File: config.mk
export PLATFORM = sky130hd
export DESIGN_NAME = neuron_mac_q10_22
export DESIGN_NICKNAME = d
export VERILOG_FILES = /design/src/rtl/neuron_mac_q10_22.sv
export SDC_FILE = /design/constraint.sdc
export NUM_CORES = 1
export LEC_CHECK = 0
export ABC_AREA = 1
export ABC_CLOCK_PERIOD_IN_PS = 7800
export BUFFER_PORTS_ARGS = -buffer_cell sky130_fd_sc_hd__buf_4
export CORE_MARGIN = 2
export CORE_UTILIZATION = 41
export CTS_CLUSTER_SIZE = 10
export DETAILED_ROUTE_END_ITERATION = 16
export GPL_TIMING_DRIVEN = 1
export PLACE_DENSITY_LB_ADDON = 0.2
export SLEW_MARGIN = 20
export SYNTH_ARGS = -nofsm -noshare
export SYNTH_HDL_FRONTEND = slang
export SYNTH_SLANG_ARGS = --single-unit
File: constraint.sdc
create_clock -name clk -period 7.8 [get_ports clk]
set_input_delay 1.17 -clock clk [delete_from_list [all_inputs] [get_ports clk]]
set_output_delay 1.17 -clock clk [all_outputs]
set_load 0.1 [all_outputs]
File: src/rtl/neuron_mac_q10_22.sv
// ---------------------------------------------------------------------------
// neuron_mac_q10_22
//
// Serial multiply-accumulate for one neuron:
//   result = bias + sum_{i=0}^{N_INPUTS-1} x_i * w_i
// The operands are signed Q4.12 activations and signed Q6.10 weights. Their
// product is exactly Q10.22, so the product needs no shift and no rounding.
// The result is a signed Q10.22 32-bit value. It feeds the fp16 tanh stage.
//
// Pipeline: an accepted pair is multiplied into prod_reg on the accepting
// edge. prod_reg is added into the accumulator on the following edge. The
// edge that adds the final product also moves the FSM to DONE and raises
// out_valid.
//
// Optional feature (macro MAC_SAT_EN):
//   defined   - on overflow the accumulator saturates to 0x7FFFFFFF or
//               0x80000000, and later terms add onto the saturated value.
//   undefined - two's-complement wrap (low 32 bits of the sum).
//   In both builds the sticky ovf flag records the overflow.
//
// Parameters:
//   N_INPUTS  operand pairs per neuron (1..65535)
//   CNT_W     operand counter width, 2**CNT_W > N_INPUTS
//
// Ports:
//   clk        rising-edge clock
//   rst        synchronous active-high reset
//   start      begin a neuron; bias is sampled with it
//   bias       signed Q10.22 initial accumulator value
//   x_in       signed Q4.12 activation
//   w_in       signed Q6.10 weight
//   in_valid   x_in/w_in valid
//   in_ready   block accepts an operand pair
//   acc_out    signed Q10.22 result (meaningful while out_valid=1)
//   out_valid  result valid; held until out_ready
//   out_ready  consumer accepts acc_out
//   busy       a neuron is in progress or its result is pending
//   ovf        sticky overflow flag for the current neuron
// ---------------------------------------------------------------------------
module neuron_mac_q10_22 #(
  parameter int unsigned N_INPUTS = 16,
  parameter int unsigned CNT_W    = 16
) (
  input  logic        clk,
  input  logic        rst,
  input  logic        start,
  input  logic [31:0] bias,
  input  logic [15:0] x_in,
  input  logic [15:0] w_in,
  input  logic        in_valid,
  output logic        in_ready,
  output logic [31:0] acc_out,
  output logic        out_valid,
  input  logic        out_ready,
  output logic        busy,
  output logic        ovf
);

  typedef enum logic [1:0] {
    S_IDLE = 2'd0,
    S_ACC  = 2'd1,
    S_DONE = 2'd2
  } state_t;

  localparam logic [CNT_W-1:0] N_CNT  = CNT_W'(N_INPUTS);
  localparam logic [CNT_W-1:0] N_LAST = CNT_W'(N_INPUTS - 1);

  state_t state, state_next;

  logic [CNT_W-1:0] issued;      // pairs accepted in this neuron
  logic [CNT_W-1:0] summed;      // products added in this neuron
  logic [31:0]      prod_reg;    // product stage
  logic             prod_valid;  // product stage holds an unsummed term
  logic [31:0]      acc;

  logic        accept;
  logic        do_sum;
  logic        last_sum;
  logic        load;
  logic [31:0] prod_now;
  logic [32:0] sum33;
  logic        sum_ovf;
  logic [31:0] sum_val;

  // -------------------------------------------------------------------------
  // Handshake and control decode
  // -------------------------------------------------------------------------
  assign in_ready  = (state == S_ACC) && (issued < N_CNT);
  assign accept    = in_valid && in_ready;
  assign do_sum    = (state == S_ACC) && prod_valid;
  assign last_sum  = do_sum && (summed == N_LAST);

  // A new neuron may begin from IDLE, or in the same cycle that a DONE result
  // is handed off. Handing off from DONE in that cycle avoids an idle bubble.
  // A start in ACC, or in DONE without out_ready, is ignored.
  assign load = start && ((state == S_IDLE) || ((state == S_DONE) && out_ready));

  assign out_valid = (state == S_DONE);
  assign busy      = (state != S_IDLE);
  assign acc_out   = acc;

  // -------------------------------------------------------------------------
  // Arithmetic
  // -------------------------------------------------------------------------
  // Both operands are sign-extended to 32 bits before the multiply. The full
  // 16x16 signed product always fits in 32 bits, so the low 32 bits are exact.
  assign prod_now = $signed({{16{x_in[15]}}, x_in}) * $signed({{16{w_in[15]}}, w_in});

  // The sum is formed one bit wider so that overflow is visible as
  // disagreement between the two top bits.
  assign sum33   = {acc[31], acc} + {prod_reg[31], prod_reg};
  assign sum_ovf = sum33[32] ^ sum33[31];

`ifdef MAC_SAT_EN
  assign sum_val = !sum_ovf  ? sum33[31:0]   :
                   sum33[32] ? 32'h8000_0000 : 32'h7FFF_FFFF;
`else
  assign sum_val = sum33[31:0];
`endif

  // -------------------------------------------------------------------------
  // FSM
  // -------------------------------------------------------------------------
  // NOTE: every signal driven in always_comb gets a default on entry. Without
  // that default, any path that skips an assignment would infer a latch.
  always_comb begin
    state_next = state;
    unique case (state)
      S_IDLE: if (load)      state_next = S_ACC;
      S_ACC:  if (last_sum)  state_next = S_DONE;
      S_DONE: if (out_ready) state_next = load ? S_ACC : S_IDLE;
      default:               state_next = S_IDLE;
    endcase
  end

  // NOTE: registers are updated only with non-blocking assignments. Every
  // always_ff block therefore samples the pre-edge values, whatever order the
  // blocks run in.
  always_ff @(posedge clk) begin
    if (rst) state <= S_IDLE;
    else     state <= state_next;
  end

  // -------------------------------------------------------------------------
  // Datapath
  // -------------------------------------------------------------------------
  always_ff @(posedge clk) begin
    if (rst) begin
      acc        <= '0;
      issued     <= '0;
      summed     <= '0;
      prod_reg   <= '0;
      prod_valid <= 1'b0;
      ovf        <= 1'b0;
    end else if (load) begin
      acc        <= bias;
      issued     <= '0;
      summed     <= '0;
      prod_valid <= 1'b0;
      ovf        <= 1'b0;
    end else if (state == S_ACC) begin
      // Multiply and accumulate overlap. A term captured on this edge is
      // summed on the next edge, while the previous term is summed now.
      if (accept) begin
        prod_reg <= prod_now;
        issued   <= issued + CNT_W'(1);
      end
      prod_valid <= accept;

      if (do_sum) begin
        acc    <= sum_val;
        summed <= summed + CNT_W'(1);
        if (sum_ovf) ovf <= 1'b1;
      end
    end
  end

endmodule

# Word-level counts from Yosys, hierarchy flattened
# Index checks and enable logic that the tools add are counted.
[word_totals]
register_bits = 100
latchBits = 0
ramBits = 0
mem_bits_ro = 0
in_bits = 69
out_inout_bits = 36
wordCells = 46
mem_count = 0
[classes]
addsub = 3
multipliers = 1
n_div = 0
n_lt_le_gt_ge = 1
n_eq_ne = 6
shifts = 0
n_mux = 8
n_bitwise = 2
n_reduce_logical = 18
[op_table]
columns = ["operator", "count"]
rows = [
  ["$mux 32", 3],
  ["$add 32x32->33", 1],
  ["$add 16x1->16 const B", 2],
  ["$mul 16x16->32", 1],
  ["$eq 16x4->1 const B", 1],
  ["$lt 16x5->1 const B", 1],
  ["$reduce_and 3->1", 3],
  ["$logic_and 1x1->1", 6],
  ["$mux 2", 3],
  ["$pmux 2 s3", 1],
  ["$reduce_and 2->1", 3],
  ["$reduce_bool 2->1", 3],
  ["$ne 2x2->1 const B", 2],
  ["$eq 2x1->1 const B", 1],
  ["$eq 2x2->1 const B", 1],
  ["$logic_not 2->1", 1],
  ["$ne 2x1->1 const B", 1],
  ["$reduce_or 2->1", 1],
  ["$logic_or 1x1->1", 1],
  ["$mux 1", 1],
  ["$not 1->1", 1],
  ["$xor 1x1->1", 1],
]

# Depth between registers and ports, before layout
[logic_depth]
ltp_word = 7
ltp_mapped = 29
mapped_depth_nobuf = 27

# Worst setup path after synthesis
# Ideal clock, no wire load.
[synth_path]
path_type = "input port to flip-flop"
start = "input port w_in[7]"
end = "register prod_reg[30]"
arrival_time_ps = 6464
slack_ps = 1219
path_stages = 24
path_cell_list = "clkbuf_1 -> clkbuf_1 -> nand2_1 -> fa_1 -> fa_1 -> inv_1 -> fa_1 -> inv_1 -> fa_1 -> inv_1 -> fa_1 -> inv_1 -> fa_1 -> inv_1 -> ha_1 -> inv_1 -> nor3_1 -> nand2_1 -> nor4_1 -> nand2_1 -> nand3_1 -> nand2_1 -> nor2_1 -> nor2_1"
[synth_via]
elab_chain_cells = 1
[synth_rtl]
columns = ["element", "line", "rtl"]
rows = [
  ["from (decl)", "49", "input logic [15:0] w_in,"],
  ["$mul 16x16->32", "107", "assign prod_now = $signed({{16{x_in[15]}}, x_in}) * $signed({{16{w_in[15]}}, w_in});"],
  ["to (signal assigned)", "165", "prod_reg <= prod_now;"],
  ["to (decl)", "72", "logic [31:0] prod_reg;"],
]
# Every way passes these cells.
# A chain may end at the register's enable or synchronous reset.

# Worst setup path in the final report
[layout_path]
start = "input port x_in[15]"
end = "register prod_reg[26]"
[layout_via]
elab_chain_cells = 1
[layout_rtl]
columns = ["element", "line", "rtl"]
rows = [
  ["from (decl)", "48", "input logic [15:0] x_in,"],
  ["$mul 16x16->32", "107", ""],
]
# Every way passes these cells.

==> qor.yml <==
nNetsFinal: 2976
fillers: 4352
drive_above_1_share_pct: 5.92
cts_setup_buffers: 0
path_clk_slew_ns: 0.07
drt-met1-wl_um: 20800
port_buffers: 104
seqCellArea_um2: 2000
syn2layout_area_growth_pct: 8.57
clock_latency_ns: 0.36
multi_input_area_um2: 12400
synthDistinctLibCells: 39
gp_congestion: 0.892
final_common_cell: "nand2_1"
r2r-end: "prod_reg[19]"
grt_use_total_pct: 21.8
yosys_warnings: 0
synth_cells: 2491
worstPathArrival_ns: 6.95
critPathLaunchType: "input port"
synth_edf_count: 0
rr_startpoint: "state[0]"
drv_slew: 0
crit_slowest_cell: "fa_1"
grt_max_degree: 52
startpoint: "x_in[15]"
postRouteAntennaNets: 0
rsz0062_at_grt: "no"
finalSetupViolCount: 0
synth_area_um2: 17300
hold_start: "issued[13]"
synth_flop_cell: "dfxtp_1"
ys_ff_latch: 100
route.met3.wl_um: 1880
r2r_setup_slack_ns: 5.05
timing.fmax_ghz: 0.150
hold_viol_final: 0
start_util_pct: 41.3
n_antenna_cell: 0
pin_count: 105
die_y_um: 209
rows: 75
drt_iter0_drc: 945
grt_pass1_vias: 15203
cts_tree: "done"
drt_wl_total_um: 45400
postCtsResizedCells: 0
cts_buffers: 9
end_kind: "flip-flop"
highest_layer: "met4"
period_share_pct: 85.7
wl_met2_um: 22200
via_count: 15033
dieWidth_um: 209
cts.htree.levels: 3
hold_class: "reg2reg"
maxCapViolCount: 0
die_area_um2: 43800
wl_per_cell_um: 14.8
cp_top_family: "adder cells"
syn-mean-instance-area_um2: 6.93
worst-path-max-fanout: 16
antenna_found_initial: 0
critPathMaxStageDelay_ns: 0.82
period_needed_ns: 6.69
clk_path_buf_depth: 2
drc: 0
grt_pass1_wl_um: 76400
outcome: "completed"
hold_end: "issued[13]"
worst-setup-path-type: "in2reg"
async_flop_share_pct: 0
cp_common_cell: "inv_1"
seq_area_frac_synth_pct: 11.6
dp_hpwl_um: 38500
final.setup.tns_ns: 0
grt_overflow: 0
maxSlewHeadroom_pct: 30.1
r2r_cells: 11
worstMarginPinSlew_ns: 1.05
core_area_um2: 41800
dr.pass1.iters: 6
ctsRootBufferMaster: "clkbuf_16"
crit_path_cell_trace: "buf_4 > nand2_1 > inv_1 > fa_1 > fa_1 > inv_1 > fa_1 > fa_1 > inv_1 > fa_1 > inv_1 > fa_1 > inv_1 > ha_1 > nand2_1 > nor2_1 > inv_1 > nor3_1 > o21ai_0 > nand4_1 > nand3_1 > nand2_1 > inv_1"
final_cell_mix: "674 x nand2_1, 666 x inv_1, 263 x fa_1, 119 x nor2_1, 116 x ha_1"
whs_path_depth: 2
via_per_inst: 4.89
path_buf_inv: 8
crit_required_ns: 8.07
cts_sinks: 100
fin_worst_skew_ns: 0.00925
synth_nets: 2939
cts_hold_buf: 0
-- tightest hold or removal path: cells and delay by family (launching register included) --
| family | cells | cell delay, ns |
|---|---|---|
| AND/OR/NAND/NOR | 1 | 0.03 |
| flip-flops | 1 | 0.31 |
| buffers and inverters | 1 | 0.05 |
-- metrics by stage --
| stage | hold WS (ns) | utilization, % | instances | worst slack [ns] | area (um2) |
|---|---|---|---|---|---|
| 2_1_floorplan | 0.408 | - | 2491 | 1.22 | 17300 |
| 3_3_place_gp | 0.417 | 44.1 | 3056 | 0.878 | 18400 |
| 3_5_place_dp | 0.420 | 44.1 | 3056 | 0.768 | 18400 |
| 4_1_cts | 0.430 | 44.9 | 3072 | 1.15 | 18700 |
| 5_1_grt | 0.469 | 44.9 | 3072 | 0.667 | 18700 |
| 6_report | 0.428 | 44.9 | 3072 | 1.11 | 18700 |
-- cell type report --
cell class	count	area share, %
clock buffers	11	1.30
clock inverters	5	0.441
inverters	672	13.5
multi-input cells	1639	66.3
flip-flops and latches	100	10.7
well taps	539	3.60
repair buffers	106	4.25
-- kinds of logic after synthesis --
group / count (synthesis) / synth area share, %
flip-flops: 100 / 11.6
AND/OR/NAND/NOR: 992 / 23.7
AO/OA/AOI/OAI: 238 / 7.77
buffers and inverters: 752 / 16.4
adder cells (fa/ha/maj): 379 / 38.9
XOR/XNOR: 30 / 1.52
-- per-layer routing --
layer	up-vias	track usage, %
li1	7413	-
met2	297	37.8
met4	0	3.33
met3	33	2.31
met1	7290	29.9
met5	-	0
-- Yosys cell counts, types with 18 or more instances --
master	n	area share [%]
nand2_1	674	15
inv_1	666	14
fa_1	263	31
nor2_1	119	2.6
ha_1	116	8.4
a21oi_1	115	3.3
nand3_1	113	3.3
dfxtp_1	100	12
clkbuf_1	69	1.5
o21ai_0	62	1.8
nor3_1	26	0.75
nand4_1	23	0.83
xor2_1	18	0.91
-- how the worst max path moves through the flow --
stage,to,cells after the start
after CTS,prod_reg[30],24
after detailed placement,prod_reg[30],24
after global routing,prod_reg[30],24
final,prod_reg[26],23
after floorplan,prod_reg[30],24
after global placement,prod_reg[26],21
Power is left out: the tool's default activity adds up to more than one toggle a clock period on the data nets, which glitch-free logic cannot reach.
